`config.mk`:
```
export PLATFORM = sky130hd
export DESIGN_NAME = pixel_counter
export DESIGN_NICKNAME = d
export VERILOG_FILES = /design/src/rtl/pixel_counter.sv
export SDC_FILE = /design/constraint.sdc
export NUM_CORES = 1
export LEC_CHECK = 0
export ABC_AREA = 0
export BUFFER_PORTS_ARGS = -buffer_cell sky130_fd_sc_hd__buf_2
export CAP_MARGIN = 20
export CORE_MARGIN = 1
export CORE_UTILIZATION = 48
export DETAILED_ROUTE_END_ITERATION = 6
export GPL_TIMING_DRIVEN = 0
export PLACE_DENSITY = 0.74
export SKIP_CTS_REPAIR_TIMING = 1
export SYNTH_ARGS = -nofsm -noshare
export SYNTH_HDL_FRONTEND = slang
export SYNTH_SLANG_ARGS = --single-unit
```
`constraint.sdc`:
```
create_clock -name gpuClock -period 2.5 [get_ports gpuClock]
set_clock_uncertainty 0.15 [all_clocks]
set_input_delay 0.5 -clock gpuClock [delete_from_list [all_inputs] [get_ports gpuClock]]
set_output_delay 0.5 -clock gpuClock [all_outputs]
set_load 0.05 [all_outputs]
```
`src/rtl/pixel_counter.sv`:
```
// pixel_counter: raster-order (x, y) position counter for the pixel-count pipe.
// Holds the coordinate currently being resolved and advances it on a resolve
// pulse, a sequencer request or (optionally) a background-pixel timeout, and
// emits registered line / frame completion pulses.
//
// Build option: define PIXCNT_TIMEOUT_EN to build the timeout counter that
// auto-advances unresolved pixels and reports them on bgPixel. Without it,
// bgPixel is tied low and the counter waits indefinitely for a request.
module pixel_counter #(
    parameter int H_PIXELS       = 1280,
    parameter int V_PIXELS       = 720,
    parameter int COORD_W        = 11,
    parameter int TIMEOUT_CYCLES = 16
) (
    input  logic               gpuClock,
    input  logic               gpuReset,
    input  logic               frameStart,
    input  logic               pixelIncForce,
    input  logic               pixelInc,
    output logic [COORD_W-1:0] xPixel_pixelCnt,
    output logic [COORD_W-1:0] yPixel_pixelCnt,
    output logic               scanActive,
    output logic               lineDone,
    output logic               frameDone,
    output logic               bgPixel
);

    // ------------------------------------------------------------------
    // Parameter sanity: coordinates must be able to hold the last pixel.
    // ------------------------------------------------------------------
    localparam bit PARAMS_OK = (COORD_W >= 1) && (COORD_W <= 31) &&
                               (H_PIXELS >= 1) && (V_PIXELS >= 1) &&
                               (TIMEOUT_CYCLES >= 1) &&
                               ((1 << COORD_W) >= H_PIXELS) &&
                               ((1 << COORD_W) >= V_PIXELS);

    if (!PARAMS_OK) begin : g_bad_params
        $error("pixel_counter: COORD_W too small for H_PIXELS/V_PIXELS, or a size parameter is zero");
    end

    localparam logic [COORD_W-1:0] X_LAST = COORD_W'(H_PIXELS - 1);
    localparam logic [COORD_W-1:0] Y_LAST = COORD_W'(V_PIXELS - 1);
    localparam logic [COORD_W-1:0] COORD_ONE = COORD_W'(1);

    typedef enum logic {
        ST_IDLE = 1'b0,
        ST_RUN  = 1'b1
    } state_t;

    // ------------------------------------------------------------------
    // State
    // ------------------------------------------------------------------
    state_t             state_q, state_d;
    logic               armed_q, armed_d;
    logic [COORD_W-1:0] x_q, x_d;
    logic [COORD_W-1:0] y_q, y_d;
    logic               line_q, line_d;
    logic               frame_q, frame_d;

    logic timeout_req;   // timeout counter has expired this cycle
    logic run;           // scanning a frame
    logic advance;       // an advance is taken at this edge
    logic x_wrap;        // current pixel is the last of its line
    logic y_wrap;        // current line is the last of the frame

    assign run     = (state_q == ST_RUN);
    // Coincident sources collapse into one request, so they give one advance.
    // armed_q drops for one cycle after each advance, which spaces advances at
    // least two cycles apart and discards a resolve pulse that the upstream
    // controller computed against the coordinate we just left.
    assign advance = run && armed_q && (pixelInc | pixelIncForce | timeout_req);
    assign x_wrap  = (x_q == X_LAST);
    assign y_wrap  = (y_q == Y_LAST);

    // Next-state logic for the scan FSM, coordinates and completion pulses.
    always_comb begin
        // NOTE: every signal gets a default before the case so that no path
        // leaves it unassigned, which would otherwise infer a latch.
        state_d = state_q;
        x_d     = x_q;
        y_d     = y_q;
        armed_d = !advance;
        line_d  = 1'b0;
        frame_d = 1'b0;

        unique case (state_q)
            ST_IDLE: begin
                // Requests are ignored here; only frameStart leaves IDLE.
                if (frameStart) begin
                    state_d = ST_RUN;
                    x_d     = '0;
                    y_d     = '0;
                end
            end

            ST_RUN: begin
                // frameStart is deliberately ignored while a frame is running.
                if (advance) begin
                    if (!x_wrap) begin
                        x_d = x_q + COORD_ONE;
                    end else begin
                        x_d    = '0;
                        line_d = 1'b1;
                        if (!y_wrap) begin
                            y_d = y_q + COORD_ONE;
                        end else begin
                            y_d     = '0;
                            frame_d = 1'b1;
                            state_d = ST_IDLE;
                        end
                    end
                end
            end

            default: begin
                state_d = ST_IDLE;
            end
        endcase
    end

    // Scan FSM, arm flag, coordinates and registered pulse outputs.
    always_ff @(posedge gpuClock) begin
        // NOTE: state registers use non-blocking assignments so every flop
        // samples the pre-edge values, independent of statement order.
        if (gpuReset) begin
            state_q <= ST_IDLE;
            armed_q <= 1'b1;
            x_q     <= '0;
            y_q     <= '0;
            line_q  <= 1'b0;
            frame_q <= 1'b0;
        end else begin
            state_q <= state_d;
            armed_q <= armed_d;
            x_q     <= x_d;
            y_q     <= y_d;
            line_q  <= line_d;
            frame_q <= frame_d;
        end
    end

`ifdef PIXCNT_TIMEOUT_EN
    // ------------------------------------------------------------------
    // Background-pixel timeout: a pixel that sees no request for
    // TIMEOUT_CYCLES cycles is advanced anyway and flagged on bgPixel.
    // ------------------------------------------------------------------
    localparam int TMO_W = (TIMEOUT_CYCLES > 1) ? $clog2(TIMEOUT_CYCLES) : 1;
    localparam logic [TMO_W-1:0] TMO_LAST = TMO_W'(TIMEOUT_CYCLES - 1);
    localparam logic [TMO_W-1:0] TMO_ONE  = TMO_W'(1);

    logic [TMO_W-1:0] tmo_q, tmo_d;
    logic             bg_q, bg_d;

    assign timeout_req = run && (tmo_q == TMO_LAST);

    // Timeout count: cleared in IDLE and on every advance, otherwise counts
    // up and parks at its terminal value until the advance is taken.
    always_comb begin
        tmo_d = tmo_q;
        if (!run || advance) begin
            tmo_d = '0;
        end else if (tmo_q != TMO_LAST) begin
            tmo_d = tmo_q + TMO_ONE;
        end
        // Only a pure timeout advance counts as a background pixel.
        bg_d = advance && timeout_req && !pixelInc && !pixelIncForce;
    end

    // Timeout counter and registered background-pixel pulse.
    always_ff @(posedge gpuClock) begin
        if (gpuReset) begin
            tmo_q <= '0;
            bg_q  <= 1'b0;
        end else begin
            tmo_q <= tmo_d;
            bg_q  <= bg_d;
        end
    end

    assign bgPixel = bg_q;
`else
    // No timeout hardware: the counter advances only on explicit requests.
    assign timeout_req = 1'b0;
    assign bgPixel     = 1'b0;
`endif

    // ------------------------------------------------------------------
    // Outputs (all straight from flops)
    // ------------------------------------------------------------------
    assign xPixel_pixelCnt = x_q;
    assign yPixel_pixelCnt = y_q;
    assign scanActive      = run;
    assign lineDone        = line_q;
    assign frameDone       = frame_q;

endmodule
```
==> summary by stage, run 1 <==
STA
Dividing the final minimum period by the clock period gives 0.9023. The top achievable clock speed is 443.3 MHz. Setup repair after global routing left no endpoint under its margin. The worst path in the final design needs a cycle of 2.256 ns, including I/O delays and setup. The normalized max-slew margin is 0.5929. The smallest hold slack is 0.3480 ns. The number of pins with negative max-slew slack in the final report is 0. Adding up every negative setup slack in the final design gives 0 ns. Setup slack closes at 0.2442 ns. The transition at the pin with the smallest max-transition slack is 0.6027 ns.

The hold violation total from the final report is 0. Setup violations remaining at the end of the flow were counted as 0.

Detailed routing
Detailed routing inserted a total of 1461 vias. The initial DRC count is 72. The vias per cell is 6.408. After detailed routing, the average wire length per cell comes to 15.12 um. The number of iterations in the first detailed-routing pass is 5.

The residual antenna-violating net count after detailed routing is 0. The residual DRC count is 0. The final wirelength is 3447 um.

Global route
The total overflow reported by the global router is 0. The global-route usage over all layers is 0.2286. The maximum number of pins on one net before global-route repair is 15.

The wire length of the first global-routing pass is 5651 um. The via count of the first global-routing pass came to 1240. The initial antenna violation count is 0.

Worst setup path
The data required time at the worst endpoint is 2.61 ns. Walking the worst path, the cells encountered are nand4_2 > or4b_4 > or4_1 > a31oi_1. The highest cell delay on the worst timing path is 0.58 ns. The largest fanout of any net on the critical path is 8. The category of the worst setup path capture point is a flip-flop. The worst setup path is launched from a flip-flop.

The critical-path cell with the highest stage delay is or4b_4. Among cell families on the critical path, the largest total delay comes from simple AND/OR/NAND/NOR gates. The classification of the worst setup path is reg -> reg. Data arrives at the worst endpoint at 2.36 ns. The number of buffers and inverters on the critical path is 0.

Synthesis
The average cell area after synthesis is 8.446 um2. The cell accounting for the most synthesized area is dfxtp_1. The synthesized design contains 0 enable-type register cells. By area the synthesized netlist is led by dfxtp_1, nand3_1, a31oi_1. The async set-reset flop share out of synthesis is 0.

The share of the Yosys chip area taken by registers is 0.3758. The Yosys warning count is 0. The summed instance area of the synthesized netlist is 0.001385 mm2. The dominant synthesized flop cell is dfxtp_1. The number of unique standard cell types used by synthesis is 48.

The cell count after synthesis is 164. The register bit count reported by yosys is 26. The area share of the largest cell type after synthesis is 0.3758.

Synthesis produced a netlist with a net count of 171.

Power
The switching share of power is 0.2563. The internal power consumption is 0.5272 mW. The net load switching power is 0.1817 mW. The clock group share of total power is 0.306. The worst voltage drop across the vdd grid is 249.5 uV.

For this design the ratio of total power to cell area is 440.9 mW/mm2. The standby leakage power is 0.6158 nW. Of the total power, registers draw 0.600. The design draws 0.7089 mW. The share of total power dissipated in combinational logic is 0.094.

Placed design
The congestion estimate from routability-driven global placement came to 0.9074. The post-place instance area is 0.001572 mm2. The wire-length estimate of the detail-placed layout is 2556 um. At the placement stage, the worst setup path has a slack of 0.2761 ns. Port buffering added 29 buffers.

Hold path
The class of the worst hold path is in -> reg.

Die
The total die area is 0.003104 mm2. During I/O placement, the number of pins put on the boundary was 31. For this configuration, the core starts out at a cell density of 0.5066. The floorplan step set the die width to 55.72 um. The die is 55.72 um tall. The initialized floorplan defines 19 standard-cell rows.

The core box area is 0.002734 mm2.

Layout
The layout cell share with drive strength beyond 1 is 0.2132. The area growth from synthesis to layout is 16.08%. The repair_antennas step left the layout with diodes totalling 0. The final non-filler cell area is 0.001608 mm2.

The footprint of the multi-input gates is 822.0 um2. Registers take 523.0 um2. After the last flow step, the layout net total stands at 205. The count of filler cells inserted in the layout is 248.

Clock tree
At the later pin of the worst-skew pair, clock insertion delay measures 0.32 ns. The CTS tree is built. The CTS clock-pin slew for the worst setup and hold paths is 0.14 ns. The CTS root buffer is clkbuf_4. The number of buffers added by the clock tree synthesis step is 3.

In this run the number of H-tree levels came out at 1. Counting along the longest clock path gives a buffer depth of 2. The total number of clock tree sinks is 26.

Job
The max capacitance violation total is 0.

Run status
The run finished with clean final reports.
-- worst reg2reg max path: cells and delay by family, from the launching register on --
family / cells / cell delay, ns
and+or+nand+nor: 3 / 1.38
DFF: 1 / 0.50
AOI/OAI and AO/OA: 1 / 0.16
-- kinds of logic after synthesis --
family,Yosys count,synth area share
and+or+nand+nor,73,0.3017
AOI/OAI and AO/OA,49,0.2493
DFF,26,0.3758
buffers and inverters,10,0.03071
adders and majority gates,2,0.01806
muxes,2,0.01536
other,1,0.002707
xor gates and xnor gates,1,0.006325
-- registers in the layout (all words and copies together) (netlist names) --
register         count
yPixel_pixelCnt     11
scanActive           1
armed_q              1
frameDone            1
xPixel_pixelCnt     11
lineDone             1
-- power by group through the flow --
stage	Combinational [mW]	Sequential [mW]	Clock, mW
4_1_cts	0.0667	0.426	0.220
5_1_grt	0.0723	0.427	0.244
3_5_place_dp	0.0663	0.435	0
3_3_place_gp	0.0643	0.434	0
2_1_floorplan	0.0370	0.444	0
6_report	0.0668	0.425	0.217
-- per-stage QoR --
| step | std cells | util |
|---|---|---|
| after global routing | 228 | 0.5881 |
| after global placement | 224 | 0.5748 |
| after CTS | 228 | 0.5881 |
| final | 228 | 0.5881 |
| after detailed placement | 224 | 0.5748 |
| after floorplan | 164 | - |
-- path summary, 6_finish.rpt --
path                      start                   to  slack (ns)  depth (start not counted)
min reg2reg  yPixel_pixelCnt[1]   yPixel_pixelCnt[1]        0.38                          2
max reg2reg  xPixel_pixelCnt[3]  yPixel_pixelCnt[10]        0.24                          4
min                  frameStart   yPixel_pixelCnt[2]        0.35                          3
max          xPixel_pixelCnt[3]  yPixel_pixelCnt[10]        0.24                          4
-- synth_stat cells, types with 4 or more instances --
library cell,number
dfxtp_1,26
nand3_1,16
nand2_1,14
a21oi_1,11
a31oi_1,9
nor2_1,8
o21ai_0,6
clkbuf_1,5
nor3_1,5
nand2b_1,4
nand4_1,4
-- cells in the final DEF (no fill, tap or decap), types with 2 or more instances in the layout --
master,count
buf_2,30
dfxtp_1,24
nand3_1,16
nand2_1,14
a21oi_1,11
a31oi_1,9
nor2_1,8
o21ai_0,6
clkbuf_1,5
nor3_1,5
nand4_1,4
nand2b_1,4
nand3b_1,3
o21a_1,3
and2_1,3
and3_1,3
a41oi_1,3
a311oi_1,3
clkbuf_4,3
nor4b_1,2
o211ai_1,2
o311ai_0,2
or4_1,2
inv_1,2
a32oi_1,2
ha_1,2
dfxtp_2,2
-- routing by layer --
metal | vias to the layer above | part of all wire | track usage
li1 | 707 | - | -
met2 | 52 | 0.49 | 0.3787
met3 | 6 | 0.056 | 0.02791
met1 | 696 | 0.44 | 0.3068
met4 | 0 | 0.013 | 0.08214
met5 | - | 0 | 0
-- layout make-up --
type / count / area share
Multi-Input combinational cell: 128 / 0.5113
Sequential cell: 26 / 0.3253
Timing Repair Buffer: 29 / 0.09027
Tap cell: 31 / 0.02412
Clock buffer: 4 / 0.02257
Buffer: 8 / 0.02179
Inverter: 2 / 0.004669
(Power assumes the default switching activity.)
==> run 2, diff against run 1 <==
--- a/config.mk
+++ b/config.mk
@@ -8,11 +8,12 @@
 export ABC_AREA = 0
 export BUFFER_PORTS_ARGS = -buffer_cell sky130_fd_sc_hd__buf_2
 export CAP_MARGIN = 20
+export CELL_PAD_IN_SITES_DETAIL_PLACEMENT = 1
+export CELL_PAD_IN_SITES_GLOBAL_PLACEMENT = 2
 export CORE_MARGIN = 1
-export CORE_UTILIZATION = 48
+export CORE_UTILIZATION = 31
 export DETAILED_ROUTE_END_ITERATION = 6
-export GPL_TIMING_DRIVEN = 0
-export PLACE_DENSITY = 0.74
+export PLACE_DENSITY = 0.8
 export SKIP_CTS_REPAIR_TIMING = 1
 export SYNTH_ARGS = -nofsm -noshare
 export SYNTH_HDL_FRONTEND = slang
==> run 2 against run 1 <==
Compared with the run above:
- critical path depth increased by 1
- fmax is 3.2% higher
- final area up 1.9%
- first-iteration DRC count down 13%
==> summary by stage, run 2 (synthesis results as in run 1) <==
Hold path
Along the worst hold path, the cell count comes to 2. The min-delay analysis places its worst path in the category reg -> reg.

Clock tree
The clock reaches the later pin of the worst-skew pair after 0.27 ns. Clock-pin slew was measured on the worst setup and hold paths at 0.10 ns. The clock drives 26 sinks. The CTS tree is built. The number of buffers added by the clock tree synthesis step is 3. The clock passes through at most 2 buffers. The CTS root buffer is clkbuf_8.

CTS built an H-tree with a depth of 1.

Power
The internal power of the cells totals 0.5449 mW. In this run the static leakage power is 0.6224 nW. The share of power burned in registers is 0.574. Of the total power, the share spent switching nets is 0.2602. The final total power is 0.7365 mW. Across the VDD grid, the largest voltage drop is 229.1 uV. Of the total power, the clock network draws 0.330. The analysis attributes to net switching a power of 0.1916 mW. Power spread over the standard cell area amounts to 449.4 mW/mm2. The share of total power dissipated in combinational logic is 0.095.

Layout
The layout overhead on the synthesized area is 18.34%. The final layout contains 202 nets. The layout cell share with drive strength beyond 1 is 0.2280. The library cell used most frequently in the layout, excluding fill and tap cells, is buf_2.

In the layout the commonest cells are buf_2, dfxtp_1, nand3_1. The count of filler cells inserted in the layout is 515. The total inserted antenna cells is 0.

STA
Setup violations remaining at the end of the flow were counted as 0. Counting I/O delays and the setup requirement, the final critical path takes 2.186 ns. Measured against its own limit, the worst slew margin works out to 0.5388.

The hold violation total from the final report is 0. The number of pins with negative max-slew slack in the final report is 0. Setup repair after global routing left no endpoint under its margin. Summed over all failing endpoints, the final setup total negative slack is 0 ns. The transition at the pin with the smallest max-transition slack is 0.6828 ns.

Based on the critical path, the design can be clocked at up to 457.5 MHz. The final clock period utilization by the worst path is 0.8743.

Detailed routing
The count of nets left with antenna violations once routing finished came out at 0. After detailed routing, the number of remaining DRC violations is 0. Using the TritonRoute via totals, the vias-per-cell ratio works out to 5.947. For this block, the initial DRC count from the detailed router was 63. Summing over every cut layer, the via total after detailed routing is 1445.

In the final routed layout, each cell accounts on average for 17.08 um. The final wirelength is 4150 um. The number of iterations in the first detailed-routing pass is 4.

Die
The total area inside the core boundary comes to 0.004144 mm2. The starting density of the core is 0.3342. The number of placement rows is 23. The die is 68.85 um wide.

The number of ports placed on the die boundary is 31. In this run the vertical extent of the chip is 68.85 um. The total die area is 0.004740 mm2.

Worst setup path
The internal reg-to-reg setup slack is 0.31 ns. The depth of the worst register-to-register path is 5. The critical path in this run is classified as reg -> reg.

The largest fanout of any net on the critical path is 5. For the worst setup path, the data required time is 2.56 ns. The startpoint type of the worst setup path is a flip-flop. The category of the worst setup path capture point is a flip-flop. The arrival time of the worst setup path is 2.24 ns.

Placed design
The routability congestion estimate from global placement is 0.8408. Detailed placement ended at an HPWL of 2970 um. The count of buffers added on input and output ports is 29.

Global route
Entering global routing, the biggest net connects 24 pins. The initial antenna violation count is 0. For this run, the total global-route usage over all layers was measured as 0.1942. The via count of the first global-routing pass was 1394.

The total overflow reported by the global router is 0. The first global-routing pass estimated 6810 um of wire.

Run status
The run finished with clean final reports.

Job
The max capacitance violation total is 0.
-- run 2: per-stage QoR --
step	setup slack, ns	cells	area, um2	hold WS [ns]	utilization
floorplan	0.08683	164	1388	0.4803	-
global placement	0.3537	240	1598	0.3356	0.3856
detailed placement	0.3219	240	1598	0.3597	0.3856
global route	0.1945	243	1639	0.4061	0.3955
finish	0.3141	243	1639	0.3718	0.3955
CTS	0.3056	243	1639	0.3750	0.3955
-- run 2: routing by layer --
layer / wire [um] / GRT usage / vias up
met5: 0 / 0 / -
met4: 17 / 0.04082 / 0
met3: 156 / 0.04276 / 2
met2: 2138 / 0.3604 / 27
met1: 1839 / 0.2248 / 721
li1: - / - / 695
-- run 2: power groups by stage --
| stage | Clock, mW | Combinational [mW] | Sequential [mW] |
|---|---|---|---|
| after detailed placement | 0 | 0.0696 | 0.433 |
| after global placement | 0 | 0.0684 | 0.433 |
| after global routing | 0.273 | 0.0765 | 0.424 |
| after floorplan | 0 | 0.0370 | 0.444 |
| final | 0.243 | 0.0702 | 0.423 |
| after CTS | 0.253 | 0.0698 | 0.423 |
-- run 2: path summary, 6_finish.rpt --
check	endpoint	from
max	yPixel_pixelCnt[10]	xPixel_pixelCnt[0]
min	yPixel_pixelCnt[1]	yPixel_pixelCnt[1]
max reg2reg	yPixel_pixelCnt[10]	xPixel_pixelCnt[0]
min reg2reg	yPixel_pixelCnt[1]	yPixel_pixelCnt[1]
-- run 2: cell type report --
class                      instances  area [um2]  area share
inverter                           2       7.507    0.004580
multi-input combinational        128       822.0      0.5015
timing repair buffer              34       182.7      0.1115
clock buffer                       3       41.29     0.02519
tap                               50       62.56     0.03817
sequential                        26       523.0      0.3191
-- run 2: worst max-delay path, stage by stage, from the launching register on --
cell	delay, ns
dfxtp_2	0.37
ha_1	0.24
nand2_1	0.13
or4b_4	0.55
or4_1	0.51
a31oi_1	0.17
==> run 3, diff against run 2 <==
--- a/config.mk
+++ b/config.mk
@@ -11,9 +11,11 @@
 export CELL_PAD_IN_SITES_DETAIL_PLACEMENT = 1
 export CELL_PAD_IN_SITES_GLOBAL_PLACEMENT = 2
 export CORE_MARGIN = 1
-export CORE_UTILIZATION = 31
+export CORE_UTILIZATION = 32
+export CTS_BUF_LIST = sky130_fd_sc_hd__clkbuf_8
+export CTS_CLUSTER_SIZE = 40
 export DETAILED_ROUTE_END_ITERATION = 6
-export PLACE_DENSITY = 0.8
+export PLACE_DENSITY = 0.82
 export SKIP_CTS_REPAIR_TIMING = 1
 export SYNTH_ARGS = -nofsm -noshare
 export SYNTH_HDL_FRONTEND = slang
==> run 3 against run 2 <==
Compared with the run above:
- final cell count is 0.41% lower
- global-route usage is 0.31 points lower
- hold slack better by 0.015 ns
- power is 1.3% lower
- first-iteration DRC count is 65% higher
- critical path type unchanged
- critical endpoint unchanged
- largest power group unchanged
==> summary by stage, run 3 (synthesis results as in run 1) <==
Clock tree
The clock passes through at most 2 buffers. The total number of clock tree sinks is 26. TritonCTS built the clock tree. Clock latency on the worst-skew pair, taken at its later pin, is 0.27 ns. The number of buffers added by the clock tree synthesis step is 3. The level count of the clock H-tree is 1. The CTS clock-pin slew for the worst setup and hold paths is 0.09 ns. The cell sitting at the root of the clock tree is a clkbuf_8.

STA
Setup violations remaining at the end of the flow were counted as 0. The transition at the pin with the smallest max-transition slack is 0.6213 ns. The hold violation total from the final report is 0. For this run, the top clock speed supported by timing is 454.3 MHz. The number of pins with negative max-slew slack in the final report came to 0. The total negative slack is 0 ns. The final period demand of the worst path is 2.201 ns. Final hold analysis gives a worst-case slack of 0.3864 ns. Measured against its own limit, the worst slew margin works out to 0.5803. The final clock period utilization by the worst path is 0.8805.

Setup repair after global routing left no endpoint under its margin.

Worst setup path
Counting buffers and inverters, the worst setup path is 5 cells deep. The critical-path cell with the highest stage delay is or4b_4. The data required time at the worst endpoint is 2.55 ns. The signal on the critical path passes through ha_1 > nand2_1 > or4b_4 > or4_1 > a31oi_1. STA puts the critical path data arrival time at 2.25 ns.

The number of buffers and inverters on the critical path is 0. The family with the most delay on the worst path is simple AND/OR/NAND/NOR gates. The category of the worst setup path capture point is a flip-flop. The depth of the worst register-to-register path is 5. The critical path in this run is classified as reg -> reg. The internal reg-to-reg setup slack is 0.30 ns.

The worst register-to-register path begins at xPixel_pixelCnt[0]. The worst setup path is launched from a flip-flop. In this run the worst setup path begins at xPixel_pixelCnt[0]. In this design, the stage delay of the slowest critical-path cell is 0.56 ns.

Of all nets on the critical path, the largest fanout is 5. The destination of the worst register-to-register timing path is yPixel_pixelCnt[10].

Global route
The initial antenna violation count is 0. The via count of the first global-routing pass is 1395. Entering global routing, the biggest net connects 24 pins. After global routing the overflow that remains totals 0. The first global-routing pass estimated 6596 um of wire. For this run, the total global-route usage over all layers was measured as 0.1912.

Layout
In the final layout, flip-flops and latches occupy 523.0 um2. Relative to the synthesized area, the layout overhead comes to 18.25%. The filler cells instantiated in the layout total 509.

For this run, the share of the core covered by cells in the final layout is 0.4008. The library cells used most frequently in the layout, excluding fill and tap cells, are buf_2, dfxtp_1, nand3_1. 0 antenna diodes ended up in the layout.

The leading cell type in the layout, fill and taps excluded is buf_2. The footprint of the multi-input gates is 828.3 um2. The count of nets after finishing is 201. The layout cell share with drive strength beyond 1 is 0.2292.

Detailed routing
After the first detailed-routing iteration, the DRC count stood at 104. The count of nets left with antenna violations once routing finished came out at 0. In the final routed layout, each cell accounts on average for 16.79 um. The residual DRC count is 0. The final wirelength is 4064 um.

The first detailed-routing pass ran for 4 iterations. The via count of the routed design is 1414. Using the TritonRoute via totals, the vias-per-cell ratio works out to 5.843.

Hold path
The number of instances on the worst hold path is 2. The class of the worst hold path is reg -> reg. The end point of the most critical hold path is yPixel_pixelCnt[0]. The launch point of the worst hold path is yPixel_pixelCnt[0].

Die
The die boundary height is 67.79 um. The die covers 0.004595 mm2. The starting density of the core is 0.3389. The horizontal extent of the die is 67.79 um.

The number of ports placed on the die boundary is 31. The total area inside the core boundary comes to 0.004086 mm2. The number of placement rows is 23.

Power
The standby leakage power is 0.6174 nW. The areal power density over the cells is 443.7 mW/mm2. The worst-case IR drop observed on VDD is 272.1 uV.

Placed design
Input and output buffers added on the ports amount to 29. At the end of routability-driven placement, the weighted congestion stood at 0.8525. After legalization and detailed placement, the total HPWL measured 2923 um.

Job
The tool flagged a number of max-cap violations equal to 0.

Run status
The flow ran to the end, and the final reports show no timing, DRC or antenna violations.
run 3: area by class of cell:
class | instances | area share
Inverter | 2 | 0.004584
Clock buffer | 3 | 0.02521
Timing Repair Buffer | 33 | 0.1070
Sequential cell | 26 | 0.3193
Tap cell | 50 | 0.03820
Multi-Input combinational cell | 128 | 0.5057
run 3: routing by layer:
metal / vias to the layer above / global-route usage / share of wire
met5: - / 0 / 0
met4: 0 / 0.03385 / 0.0049
met3: 2 / 0.04223 / 0.031
met2: 24 / 0.3403 / 0.48
met1: 698 / 0.2349 / 0.48
li1: 690 / - / -
run 3: power breakdown:
part           total [mW]  internal (mW)  switching (mW)
clock               0.234          0.108           0.126
combinational      0.0673         0.0171          0.0503
sequential          0.425          0.418         0.00679
run 3: through the flow:
stage	worst slack, ns	cell area, um2	instances	total power [mW]
floorplan	0.08683	1388	164	0.4811
global placement	0.3469	1597	239	0.4989
detailed placement	0.3103	1597	239	0.5017
CTS	0.2917	1638	242	0.7428
global route	0.1897	1638	242	0.7623
finish	0.2986	1638	242	0.7266
run 3: worst max path at each step:
stage | slack [ns] | end
2_1_floorplan | 0.09 | yPixel_pixelCnt[10]
3_3_place_gp | 0.35 | yPixel_pixelCnt[10]
3_5_place_dp | 0.31 | yPixel_pixelCnt[10]
4_1_cts | 0.29 | yPixel_pixelCnt[10]
5_1_grt | 0.19 | yPixel_pixelCnt[10]
6_report | 0.30 | yPixel_pixelCnt[10]
run 3: worst min-delay path: stages (launching register included):
cell     delay [ns]
dfxtp_1        0.36
nand3_1        0.08
a21oi_1        0.05
